File: src/rtl/bmu_result_buffer_if.sv
// bmu_result_buffer_if: issue, BMU result and writeback signal bundle for the BMU result buffer
interface bmu_result_buffer_if #(
   parameter int DEPTH     = 4,
   parameter int TAG_WIDTH = 6
);
   typedef logic [31:0] data_word_t;
   logic                   issue_valid_i;
   logic [TAG_WIDTH-1:0]   issue_tag_i;
   logic                   issue_ready_o;
   data_word_t             bmu_result_i;
   logic                   bmu_valid_i;
   logic                   flush_i;
   data_word_t             wb_result_o;
   logic [TAG_WIDTH-1:0]   wb_tag_o;
   logic                   wb_valid_o;
   logic                   wb_ready_i;
   logic [$clog2(DEPTH):0] count_o;
   logic                   error_o;
   modport master (
      output issue_valid_i, issue_tag_i, bmu_result_i, bmu_valid_i, flush_i, wb_ready_i,
      input  issue_ready_o, wb_result_o, wb_tag_o, wb_valid_o, count_o, error_o
   );
   modport slave (
      input  issue_valid_i, issue_tag_i, bmu_result_i, bmu_valid_i, flush_i, wb_ready_i,
      output issue_ready_o, wb_result_o, wb_tag_o, wb_valid_o, count_o, error_o
   );
endinterface

File: src/rtl/bmu_result_buffer.sv
// bmu_result_buffer: tags 1-cycle BMU results with their issue tag and queues them FWFT for writeback
module bmu_result_buffer #(
   parameter int DEPTH     = 4,
   parameter int TAG_WIDTH = 6
) (
   input logic                clk_i,
   input logic                rst_n_i,
   bmu_result_buffer_if.slave bus
);
   localparam int AW = $clog2(DEPTH);
   localparam int CW = AW + 1;
   localparam logic [CW-1:0] FULL = CW'(DEPTH);
   localparam logic [CW:0]   LIMIT = (CW + 1)'(DEPTH);
   logic [31:0]          res_mem [DEPTH];
   logic [TAG_WIDTH-1:0] tag_mem [DEPTH];
   logic [AW-1:0]        rd_ptr_q, wr_ptr_q;
   logic [CW-1:0]        count_q;
   logic [TAG_WIDTH-1:0] tag_q;
   logic                 pending_q, error_q;
   logic                 ready, accept, pop, push_req, push, spurious, overflow;
   // handshake decode; ready reserves a slot for the in-flight op so a push can never overflow
   always_comb begin
      ready    = ({1'b0, count_q} + {{CW{1'b0}}, pending_q}) < LIMIT;
      accept   = bus.issue_valid_i && ready;
      pop      = (count_q != '0) && bus.wb_ready_i;
      push_req = bus.bmu_valid_i && pending_q;
      push     = push_req && ((count_q != FULL) || pop);
      spurious = bus.bmu_valid_i && !pending_q;
      overflow = push_req && (count_q == FULL) && !pop;
   end
   // issue tracking, pointers, occupancy and sticky error; flush leaves the error flag alone
   always_ff @(posedge clk_i or negedge rst_n_i) begin
      if (!rst_n_i) begin
         rd_ptr_q  <= '0;
         wr_ptr_q  <= '0;
         count_q   <= '0;
         pending_q <= 1'b0;
         tag_q     <= '0;
         error_q   <= 1'b0;
      end else begin
         error_q <= error_q | spurious | overflow;
         if (accept) tag_q <= bus.issue_tag_i;
         if (bus.flush_i) begin
            rd_ptr_q  <= '0;
            wr_ptr_q  <= '0;
            count_q   <= '0;
            pending_q <= 1'b0;
         end else begin
            pending_q <= accept | (pending_q & ~bus.bmu_valid_i);
            if (push) wr_ptr_q <= wr_ptr_q + AW'(1);
            if (pop) rd_ptr_q <= rd_ptr_q + AW'(1);
            count_q <= count_q + CW'(push) - CW'(pop);
         end
      end
   end
   // entry storage written at the tail; contents are only meaningful behind count_q
   always_ff @(posedge clk_i) begin
      if (push && !bus.flush_i) begin
         res_mem[wr_ptr_q] <= bus.bmu_result_i;
         tag_mem[wr_ptr_q] <= tag_q;
      end
   end
   // head entry falls through to the writeback port
   always_comb begin
      bus.issue_ready_o = ready;
      bus.wb_valid_o    = count_q != '0;
      bus.wb_result_o   = res_mem[rd_ptr_q];
      bus.wb_tag_o      = tag_mem[rd_ptr_q];
      bus.count_o       = count_q;
      bus.error_o       = error_q;
   end
endmodule

File: src/flat_wrapper.sv
// flat-port wrapper written by rule: the top's interface ports become plain ports
module bmu_result_buffer_flat 
#(
   parameter int DEPTH     = 4,
   parameter int TAG_WIDTH = 6
)
  (clk_i, rst_n_i, bus_issue_valid_i, bus_issue_tag_i, bus_bmu_result_i, bus_bmu_valid_i, bus_flush_i, bus_wb_ready_i, bus_issue_ready_o, bus_wb_result_o, bus_wb_tag_o, bus_wb_valid_o, bus_count_o, bus_error_o);
  bmu_result_buffer_if #(.DEPTH(DEPTH), .TAG_WIDTH(TAG_WIDTH)) bus_i ();
  input logic clk_i;
  input logic rst_n_i;
  input wire logic [$bits(bus_i.issue_valid_i)-1:0] bus_issue_valid_i;
  input wire logic [$bits(bus_i.issue_tag_i)-1:0] bus_issue_tag_i;
  input wire logic [$bits(bus_i.bmu_result_i)-1:0] bus_bmu_result_i;
  input wire logic [$bits(bus_i.bmu_valid_i)-1:0] bus_bmu_valid_i;
  input wire logic [$bits(bus_i.flush_i)-1:0] bus_flush_i;
  input wire logic [$bits(bus_i.wb_ready_i)-1:0] bus_wb_ready_i;
  output wire logic [$bits(bus_i.issue_ready_o)-1:0] bus_issue_ready_o;
  output wire logic [$bits(bus_i.wb_result_o)-1:0] bus_wb_result_o;
  output wire logic [$bits(bus_i.wb_tag_o)-1:0] bus_wb_tag_o;
  output wire logic [$bits(bus_i.wb_valid_o)-1:0] bus_wb_valid_o;
  output wire logic [$bits(bus_i.count_o)-1:0] bus_count_o;
  output wire logic [$bits(bus_i.error_o)-1:0] bus_error_o;
  assign bus_i.issue_valid_i = bus_issue_valid_i;
  assign bus_i.issue_tag_i = bus_issue_tag_i;
  assign bus_i.bmu_result_i = bus_bmu_result_i;
  assign bus_i.bmu_valid_i = bus_bmu_valid_i;
  assign bus_i.flush_i = bus_flush_i;
  assign bus_i.wb_ready_i = bus_wb_ready_i;
  assign bus_issue_ready_o = bus_i.issue_ready_o;
  assign bus_wb_result_o = bus_i.wb_result_o;
  assign bus_wb_tag_o = bus_i.wb_tag_o;
  assign bus_wb_valid_o = bus_i.wb_valid_o;
  assign bus_count_o = bus_i.count_o;
  assign bus_error_o = bus_i.error_o;
  bmu_result_buffer #(.DEPTH(DEPTH), .TAG_WIDTH(TAG_WIDTH)) u_core (.clk_i(clk_i), .rst_n_i(rst_n_i), .bus(bus_i));
endmodule
File: config.mk
export PLATFORM = sky130hd
export DESIGN_NAME = bmu_result_buffer_flat
export DESIGN_NICKNAME = d
export VERILOG_FILES = /design/src/rtl/bmu_result_buffer_if.sv /design/src/rtl/bmu_result_buffer.sv /design/src/flat_wrapper.sv
export SDC_FILE = /design/constraint.sdc
export NUM_CORES = 1
export LEC_CHECK = 0
export BUFFER_PORTS_ARGS = -buffer_cell sky130_fd_sc_hd__clkbuf_2
export CAP_MARGIN = 30
export CORE_MARGIN = 5
export CORE_UTILIZATION = 43
export CTS_BUF_LIST = sky130_fd_sc_hd__clkbuf_4 sky130_fd_sc_hd__clkbuf_8
export DETAILED_ROUTE_END_ITERATION = 6
export HOLD_SLACK_MARGIN = 0.05
export PLACE_DENSITY_LB_ADDON = 0.25
export SYNTH_ARGS = -nofsm -noshare
export SYNTH_HDL_FRONTEND = slang
export SYNTH_SLANG_ARGS = --single-unit
export TNS_END_PERCENT = 20
File: constraint.sdc
create_clock -name clk_i -period 3.85 [get_ports clk_i]
set_input_delay 0.77 -clock clk_i [delete_from_list [all_inputs] [get_ports clk_i]]
set_output_delay 0.77 -clock clk_i [all_outputs]
set_load 0.02 [all_outputs]
After elaboration in Yosys (flattened, before gate mapping)
Memory sizes are Yosys's and may differ from the RTL's.
Cells that the tools add are included.
{"block": "word_totals", "register_bits": 15, "latch_bits": 0, "mem_bits_rw": 152, "romBits": 0, "inputBits": 44, "output_inout_bits": 44, "memories": 2}
{"name": "u_core.res_mem", "depth": 4, "width": 32, "read_ports": 1, "rd_clocked_by_memory_dff": 0, "write_ports": 1, "line": "bmu_result_buffer.sv:14", "text": "logic [31:0] res_mem [DEPTH];"}
{"name": "u_core.tag_mem", "depth": 4, "width": 6, "read_ports": 1, "rd_clocked_by_memory_dff": 0, "write_ports": 1, "line": "bmu_result_buffer.sv:15", "text": "logic [TAG_WIDTH-1:0] tag_mem [DEPTH];"}
{"block": "classes", "n_addsub": 5, "n_mul": 0, "n_div": 0, "order_cmp": 1, "eq_ne": 2, "n_shift": 0, "mux": 8, "bitwise": 5, "n_reduce_logical": 15}
{"cell": "logical AND 1 bit", "n": 8}
{"cell": "two-way mux 2 bit", "n": 4}
{"cell": "adder 2 x 1 -> 2 bit, second input constant", "n": 2}
{"cell": "adder 3 x 1 -> 4 bit", "n": 1}
{"cell": "< comparator 4 x 3 -> 1 bit, second input constant", "n": 1}
{"cell": "nonzero test 2 bit", "n": 2}
{"cell": "adder 3 x 1 -> 3 bit", "n": 1}
{"cell": "equality test 3 bit, second input constant", "n": 1}
{"cell": "zero test 1 bit", "n": 3}
{"cell": "two-way mux 1 bit", "n": 3}
{"cell": "two-way mux 3 bit", "n": 1}
{"cell": "inequality test 3 bit, second input constant", "n": 1}
{"cell": "OR 1 bit", "n": 3}
{"cell": "nonzero test 3 bit", "n": 1}
{"cell": "subtractor 3 x 1 -> 3 bit", "n": 1}
{"cell": "AND 1 bit", "n": 1}
{"cell": "logical OR 1 bit", "n": 1}
{"cell": "inverter 1 bit", "n": 1}

Logic depth before layout (Yosys ltp)
Gate-level depths: netlist (run 1).
{"block": "logic_depth", "word_depth": 7, "mapped_depth": 9, "mapped_depth_nobuf": 8}

Least setup slack after synthesis (run 1)
Ideal clock, no wire load.
{"block": "synth_timing", "path_kind": "input-to-reg", "start": "input bus_wb_ready_i", "end": "memory u_core.res_mem[0][0], enable pin", "t_arrival_ns": 3.868, "t_required_ns": 3.361, "slack_ns": -0.506, "path_stages": 3, "cell_sequence": "or4b_4 > nand3_2 > nor3b_1"}
{"block": "synth_via", "elab_chain_cells": 6}
{"item": "start: declaration", "line": "flat_wrapper.sv:16", "text": "input wire logic [$bits(bus_i.wb_ready_i)-1:0] bus_wb_ready_i;"}
{"item": "logical AND 1 bit", "line": "bmu_result_buffer.sv:25", "text": "pop = (count_q != '0) && bus.wb_ready_i;"}
{"item": "logical OR 1 bit", "line": "bmu_result_buffer.sv:27", "text": "push = push_req && ((count_q != FULL) || pop);"}
{"item": "logical AND 1 bit", "line": "bmu_result_buffer.sv:27"}
{"item": "logical AND 1 bit", "line": "bmu_result_buffer.sv:58", "text": "if (push && !bus.flush_i) begin"}
{"item": "two-way mux 1 bit", "line": "bmu_result_buffer.sv:58"}
{"item": "two-way mux 1 bit (implied by the code)", "line": "bmu_result_buffer.sv:59", "text": "res_mem[wr_ptr_q] <= bus.bmu_result_i;"}
{"item": "end: declaration", "line": "bmu_result_buffer.sv:14"}
No other way between the ends.

Worst setup path after layout (run 1)
{"block": "layout_timing", "start": "register u_core.rd_ptr_q[0]", "end": "output bus_wb_result_o[6]"}
{"block": "layout_via", "elab_chain_cells": 1}
{"item": "start: declaration", "line": "bmu_result_buffer.sv:16", "text": "logic [AW-1:0] rd_ptr_q, wr_ptr_q;"}
{"item": "start signal: assignment", "line": "bmu_result_buffer.sv:51", "text": "if (pop) rd_ptr_q <= rd_ptr_q + AW'(1);"}
{"item": "memory read (4 x 32 bit)"}
{"item": "end: declaration", "line": "flat_wrapper.sv:18", "text": "output wire logic [$bits(bus_i.wb_result_o)-1:0] bus_wb_result_o;"}
No other way between the ends.

==> results by stage, run 1 <==
Place:
- The post-place instance area is between 7000 and 8000 sq um.
- At the placement stage, the worst setup path has a slack of approximately 1.2 ns.
- After legalization and detailed placement, the total HPWL measured 6.93 mm.
- Buffers placed on the I/O ports in this run total 87.
- The cell total after placement is roughly 540.
- The final estimated routing congestion in global placement is approximately 0.70.

Critical path:
- The critical path goes through mux4_2 > clkbuf_2.
- The critical-path cell with the highest stage delay is dfrtp_4.
- The depth of the worst register-to-register path is 7.
- STA classifies the critical path startpoint as a register.
- The worst stage delay on the critical path is 0.99 ns.
- The worst flop-to-flop path endpoint is u_core.bus.count_o[1].
- The data required time of the critical path is 3.08 ns.
- In this run the worst setup path terminates at bus_wb_result_o[6].
- The largest driver fanout on the critical path is 40.
- The worst register-to-register path begins at u_core.bus.count_o[0].
- Tracing the worst setup path back leads to its startpoint at u_core.rd_ptr_q[0].
- The register-to-register setup slack is between 1.5 and 2 ns.
- The data arrival time of the critical path is 2.22 ns.
- The critical path capture point type is an output port.
- Counting buffers and inverters, the worst setup path is 2 cells deep.
- The startpoint-to-endpoint class of the critical path is register to output port.
- The kind of cell with the highest combined delay along the critical path is flip-flops.
- The number of buffers and inverters on the critical path is 1.

Timing:
- Setup violations remaining at the end of the flow were counted as 0.
- Setup repair after global routing left no endpoint under its margin.
- The final count of pins violating max slew is 0.
- The transition time at the pin with the least slew margin is ~0.83 ns.
- The worst pin sits at a relative slew slack of 44.5%.
- Between clock sinks in the finished design, the worst skew comes to roughly 0.008 ns.
- The maximum frequency from static timing analysis is about 0.33 GHz.
- Setup slack on the critical path of the routed design comes to 0.861 ns.
- The post-route clock period utilization is between 70% and 80%.
- The clock period could shrink to between 2 and 3 ns.
- The minimum hold slack is 0.258 ns.
- The number of hold violations in the final report is 0.
- The sum of negative setup slack is 0 ns.

Cells and area:
- 0 antenna diodes ended up in the layout.
- The post-layout net count is between 400 and 500.
- The most common cell after layout, fill and taps aside is edfxtp_1.
- The total non-filler cell area in the finished layout is about 7400 sq um.
- The synthesis-to-finish area growth is 17.1%.
- In the layout the commonest cells are edfxtp_1 (152), clkbuf_2 (87), mux4_2 (38).
- Fill cells in the final layout number around 1,200.
- In the final layout, the share of cells above drive strength 1 is roughly 47%.
- The fraction of the core area covered by cells at the end of the flow is about half.
- The post-layout instance count excluding filler cells is ~570.

Yosys:
- The mapped netlist covers roughly 6300 sq um.
- The share of the Yosys chip area taken by registers is just under 80%.
- The number of enable flip-flop cells after synthesis is 152.
- Synthesis produced between 200 and 300 cells.
- The number of register bits inferred by synthesis is 167.
- The number of nets handed over by synthesis was 320.
- The top flip-flop cell by instance count after synthesis is edfxtp_1.
- The count of different cell masters after synthesis is 32.
- The post-synthesis area per instance is between 20 and 25 sq um.
- Of all flip-flops after synthesis, the portion carrying an async set or reset was under 10%.
- The Yosys step of the flow raised 0 warnings.

Drt:
- The overall via count from detail_route is 2,934.
- Routed signal wires occupy layers up through met5.
- The post-route antenna net violation count is 0.
- After detailed routing, the number of vias per cell comes to slightly above 5.
- For this run, the detailed router's first-pass iteration total came to 4.
- Summed over all nets, wire length on met3 after detailed routing comes to roughly 600 um.
- The total wire length after detailed routing is 11.2 mm.
- The number of DRC violations after detailed routing is 0.
- Wire segments on met2 add up to 5.72 mm in the final route.
- In the final routing, the length of wire on met1 measures between 4 and 5 mm.
- The number of violations reported at the end of detailed-routing iteration 0 is roughly 140.
- In the final routed layout, each cell accounts on average for between 15 and 20 um.

Global route:
- After global routing the overflow that remains totals 0.
- The number of antenna violations at the first check in global routing is 1.
- The combined global-route utilization of all metal layers is between 10% and 20%.
- The first global-routing pass estimated 17.7 mm of wire.
- The via count of the first global-routing pass came to ~3,200.
- Entering global routing, the biggest net connects 41 pins.

Power:
- Internal power comes to approximately 3.1 mW.
- The worst-case IR drop observed on VDD is 0.247 mV.
- The combinational power share is about a fifth.
- The total power after layout is 4.22 mW.
- Power spread over the standard cell area amounts to roughly 570 nW/um^2.
- Of the total power, registers draw between 50% and 60%.
- The static leakage is around 2.5 nW.
- The reported net switching power is ~1.1 mW.
- Of the total power, the share spent switching nets is ~27%.
- The clock network fraction of design power is between 20% and 30%.

Floorplanning:
- The floorplan step defined a die boundary enclosing 17,100 sq um.
- The number of standard-cell rows in the floorplan is 44.
- The chip height is around 130 um.
- In this run the standard cell core region covers between 10,000 and 15,000 sq um.
- The initial core utilization is between 40% and 50%.
- The horizontal extent of the die is between 100 and 150 um.
- The boundary pin count is 88.

Clocking:
- The total number of H-tree levels is 4.
- Once the clock tree was built, the setup fixing pass inserted 0 buffers.
- The worst-case clock buffer depth is 2.
- The CTS clock-pin slew for the worst setup and hold paths is approximately 0.07 ns.
- Buffers inserted to repair hold after CTS numbered 0.
- The clock drives between 150 and 200 sinks.
- TritonCTS built the clock tree.
- The later pin in the worst-skew pair is clocked with a latency of ~0.43 ns.
- The TritonCTS buffer count is 17.
- The cell at the root of the clock tree is clkbuf_8.
- The number of gates resized after CTS was 0.

Run status:
- The flow ran to the end, and the final reports show no timing, DRC or antenna violations.

Hold path:
- The kind of path behind the tightest hold check is input port to async pin.

Job:
- Max-cap violations in this run came to 0.
## cell usage after synthesis (all sizes together), types with 2 or more instances
library cell / instances / area, sq um
edfxtp: 152 / 4560
mux4: 38 / 856
dfrtp: 15 / 375
mux2: 7 / 82.6
nor2: 7 / 26.3
buf: 6 / 36.3
ha: 6 / 75.1
clkbuf: 5 / 18.8
inv: 5 / 18.8
nor3b: 4 / 30.0
nor2b: 3 / 18.8
nand2: 2 / 7.51
nand3: 2 / 15.0
o31ai: 2 / 15.0
xor2: 2 / 17.5
## routing by layer
metal	global-route usage (%)	vias to the layer above
met5	0	-
met3	4.43	14
met2	23.4	74
met1	18.1	1525
li1	-	1319
met4	5.81	2
## registers in the layout, summed over array words and instances (netlist names)
register,count
u_core.pending_q,1
u_core.bus.count_o,3
u_core.res_mem,128
u_core.rd_ptr_q,2
u_core.wr_ptr_q,2
u_core.tag_mem,24
u_core.tag_q,6
u_core.bus.error_o,1
## cell families (layout without fill, tap and decap cells)
family                   after synthesis  in the layout  share of synthesized area (%)
AO/OA/AOI/OAI                          8              8                           1.17
XOR/XNOR                               3              3                          0.418
flip-flops                           167            167                           78.6
multiplexers                          46             46                           15.1
AND/OR/NAND/NOR                       22             22                           2.09
buffers and inverters                 16            130                           1.17
adder cells (fa/ha/maj)                7              7                           1.51
## power groups by stage
stage                     sequential, mW  clock, mW  combinational [mW]
after floorplan                     2.15          0               0.700
after global placement              2.30          0               0.811
after detailed placement            2.29          0               0.845
after CTS                           2.25       1.19               0.846
after global routing                2.27       1.28               0.891
final                               2.24       1.16               0.827
## worst register-to-register path: stages (launching register included)
cell	delay, ns
dfrtp_1	0.50
or4b_4	0.61
nand3_2	0.17
inv_2	0.08
ha_1	0.18
inv_1	0.07
fa_1	0.40
nor2_1	0.10
## worst min-delay path by stage
stage	slack (ns)	cells past startpoint	end	start
after global routing	0.24	1	u_core.tag_q[1]	rst_n_i
final	0.26	1	u_core.tag_q[1]	rst_n_i
after detailed placement	0.45	1	u_core.bus.error_o	u_core.bus.error_o
after floorplan	0.47	0	u_core.bus.count_o[0]	rst_n_i
after global placement	0.44	1	u_core.bus.error_o	u_core.bus.error_o
after CTS	0.23	1	u_core.tag_q[1]	rst_n_i
## cell type report
class / instances / area [sq um] / area share (%)
Sequential cell: 167 / 4940 / 67.2
Clock inverter: 6 / 78.8 / 1.07
Clock buffer: 23 / 279 / 3.79
Inverter: 5 / 18.8 / 0.255
Tap cell: 184 / 230 / 3.13
Multi-Input combinational cell: 86 / 1290 / 17.6
Timing Repair Buffer: 96 / 515 / 7.00
Power figures use the tool's default switching activity.
==> inputs of run 2 (changes only) <==
- clock period: 3.85 -> 2.93 ns (I/O delays scaled with it)
==> run 2 against run 1 <==
Flip-flop and latch count unchanged. Non-clock buffer count increased by 7. Wire length increased by 1.5%.
==> results by stage, run 2 (synthesis gave the netlist of run 1 again) <==
Run status:
- The run finished with clean final reports.

Global route:
- The via count of the first global-routing pass is around 3,200.
- The first global-routing pass estimated approximately 18 mm of wire.
- The combined global-route utilization of all metal layers is approximately 14%.
- Entering global routing, the biggest net connects 30 pins.
- After global routing the overflow that remains totals 0.
- The number of antenna violations at the first check in global routing was 0.

Drt:
- The number of DRC violations after detailed routing is 0.
- The average wire length per cell after detail routing is just under 20 um.
- Once detail routing completed, the nets flagged for antenna violations numbered 0.
- The number of violations reported at the end of detailed-routing iteration 0 is 130.
- After detailed routing, the number of vias per cell comes to ~5.
- The total wire length after detailed routing is between 10 and 15 mm.
- The detailed-routing iteration count for the pre-antenna-repair pass is 4.
- The overall via count from detail_route is between 2,000 and 3,000.

Cells and area:
- The sequential cell area is ~4900 sq um.
- Fill cells in the final layout number 1,191.
- The post-layout net count is approximately 430.
- The most common cell after layout, fill and taps aside is edfxtp_1.
- In the final layout, the registers with the most flip-flops are u_core.res_mem x128, u_core.tag_mem x24, u_core.tag_q x6.
- In the final layout, the share of cells above drive strength 1 is roughly half.
- The fraction of the core area covered by cells at the end of the flow is between 50% and 60%.
- The synthesis-to-finish area growth is 19.5%.
- The flip-flop count of the largest register, all copies and words added is 128.
- Once layout is done, the placed cells without fillers occupy roughly 7500 sq um.
- Counting flops per register, the top entry is u_core.res_mem.
- The count of antenna diodes in the layout is 0.
- The top cell types in the final layout, fill and taps aside, are edfxtp_1 (152), clkbuf_2 (87), mux4_2 (38).
- For this run, the number of standard cells in the final layout without fillers is 577.
- The multi-input logic area is around 1300 sq um.

Floorplanning:
- The core region is roughly 14,000 sq um.
- The overall die area is between 15,000 and 20,000 sq um.
- The initial utilization of the core area, before any placement, comes to roughly 44%.
- The number of standard-cell rows in the floorplan is between 40 and 50.
- The chip height is roughly 130 um.
- In this run the count of I/O pins placed on the die edge is 88.
- The floorplan step set the die width to 131 um.

Clocking:
- The tree built by TritonCTS fans out to roughly 170 sinks.
- The clock passes through at most 2 buffers.
- The TritonCTS buffer count is 17.
- Once the clock tree was built, the resizer swapped 0 gates to a different size.
- The H-tree was split into 4 levels.
- TritonCTS built the clock tree.
- Clock tree synthesis selected as its root buffer the cell clkbuf_8.
- The clock latency at the later pin of the worst-skew pair is roughly 0.44 ns.
- After clock tree synthesis, the clock-pin slew on the worst setup and hold paths is around 0.080 ns.

Timing:
- The post-route clock period utilization is roughly 92%.
- The worst clock skew is between 0.007 and 0.008 ns.
- For the pin with the worst max-slew slack, the measured transition is between 0.7 and 0.8 ns.
- The final setup violation count is 0.
- The clock period could shrink to 2.70 ns.
- In this run the tightest slew margin relative to its limit is between 40% and 50%.
- Setup repair after global routing left no endpoint under its margin.
- Based on the critical path, the design can be clocked at up to 0.370 GHz.
- The number of hold violations in the final report is 0.
- The final count of pins violating max slew is 0.

Hold path:
- The kind of path behind the tightest hold check is input port to register.

Place:
- The HPWL after detailed placement is between 7 and 8 mm.
- The count of buffers from port buffering is 87.
- In this run the cell area measured after placement is about 7100 sq um.
- The final estimated routing congestion in global placement is 0.702.
- The cell total after placement is ~540.

Power:
- IR analysis of the VDD net gives a maximum drop of 0.379 mV.
- The static leakage is 2.61 nW.
- The total power after layout is 5.83 mW.
- The areal power density over the cells is between 700 and 800 nW/um^2.

Critical path:
- Walking the worst path, the cells encountered are buf_4 > mux4_2 > clkbuf_2.
- For the worst setup path, the data required time is approximately 2.3 ns.
- The worst setup path is launched from a register.
- The critical-path cell with the highest stage delay is dfrtp_4.
- The critical path capture point type is an output port.
- Along the worst path, the maximum fanout reaches 21.
- The count of buffer and inverter cells on the critical path is 2.
- The worst setup path is of the register to output port kind.
- Among cell families on the critical path, the largest total delay comes from flip-flops.
- For this run, the slowest stage of the critical path takes roughly 0.7 ns.
- The data arrival time of the critical path is between 2 and 2.5 ns.

Job:
- The number of max-cap violations is 0.
==> run 2: changes by cell type in the layout (fill, tap and decap cells not counted) <==
cell           before  now
buf_12              1    3
clkbuf_4            6    2
dlygate4sd3_1       0    1
clkinvlp_4          0    2
buf_4               8   12
bufinv_16           2    4
clkinv_4            0    3
==> run 2: worst paths after layout <==
path,end,slack (ns),from,cells after the start
setup / recovery,bus_wb_result_o[1],0.23,u_core.rd_ptr_q[0],3
hold / removal,u_core.res_mem[2][0],0.36,bus_bmu_result_i[0],1
setup reg to reg,u_core.res_mem[2][17],0.75,u_core.bus.count_o[0],4
hold reg to reg,u_core.bus.error_o,0.46,u_core.bus.error_o,1
max in group asynchronous,u_core.rd_ptr_q[0],1.98,rst_n_i,2
min in group asynchronous,u_core.tag_q[1],0.61,rst_n_i,2
==> run 2: cell type report <==
| type | instances | area share (%) |
|---|---|---|
| Clock buffer | 19 | 3.31 |
| Clock inverter | 13 | 2.40 |
| Inverter | 5 | 0.250 |
| Multi-Input combinational cell | 86 | 17.2 |
| Sequential cell | 167 | 65.8 |
| Tap cell | 184 | 3.06 |
| Timing Repair Buffer | 103 | 7.93 |
==> run 2: report_power, final <==
group	switching, mW	internal (mW)	total (mW)
sequential	0.156	2.71	2.87
combinational	0.630	0.597	1.23
clock	0.797	0.943	1.74
==> run 2: metrics by stage <==
step	setup slack, ns	TNS (ns)	hold slack [ns]
2_1_floorplan	-1.32	-199.48	0.290
3_5_place_dp	0.614	0	0.447
4_1_cts	0.117	0	0.318
3_3_place_gp	0.637	0	0.445
6_report	0.227	0	0.360
5_1_grt	0.0404	0	0.315
==> run 2: layer usage <==
metal,vias up,global-route usage (%),wire (um)
li1,1339,-,-
met1,1519,17.6,4750
met2,65,23.3,5830
met3,18,4.76,645
met4,0,5.63,194
met5,-,0,0
==> run 2: worst register-to-register path, stage by stage, from the launching register on <==
cell	delay, ns
dfrtp_1	0.54
or4b_4	0.22
nand3_2	0.16
nor3b_2	0.52
buf_4	0.41
==> run 2: what timing repair did <==
action / 4_1_cts / 5_1_grt
endpoints found under the hold margin: 10 / 0
setup endpoints to repair: 0 / 0
setup buffers: 0 / 0
hold buffers: 1 / 0
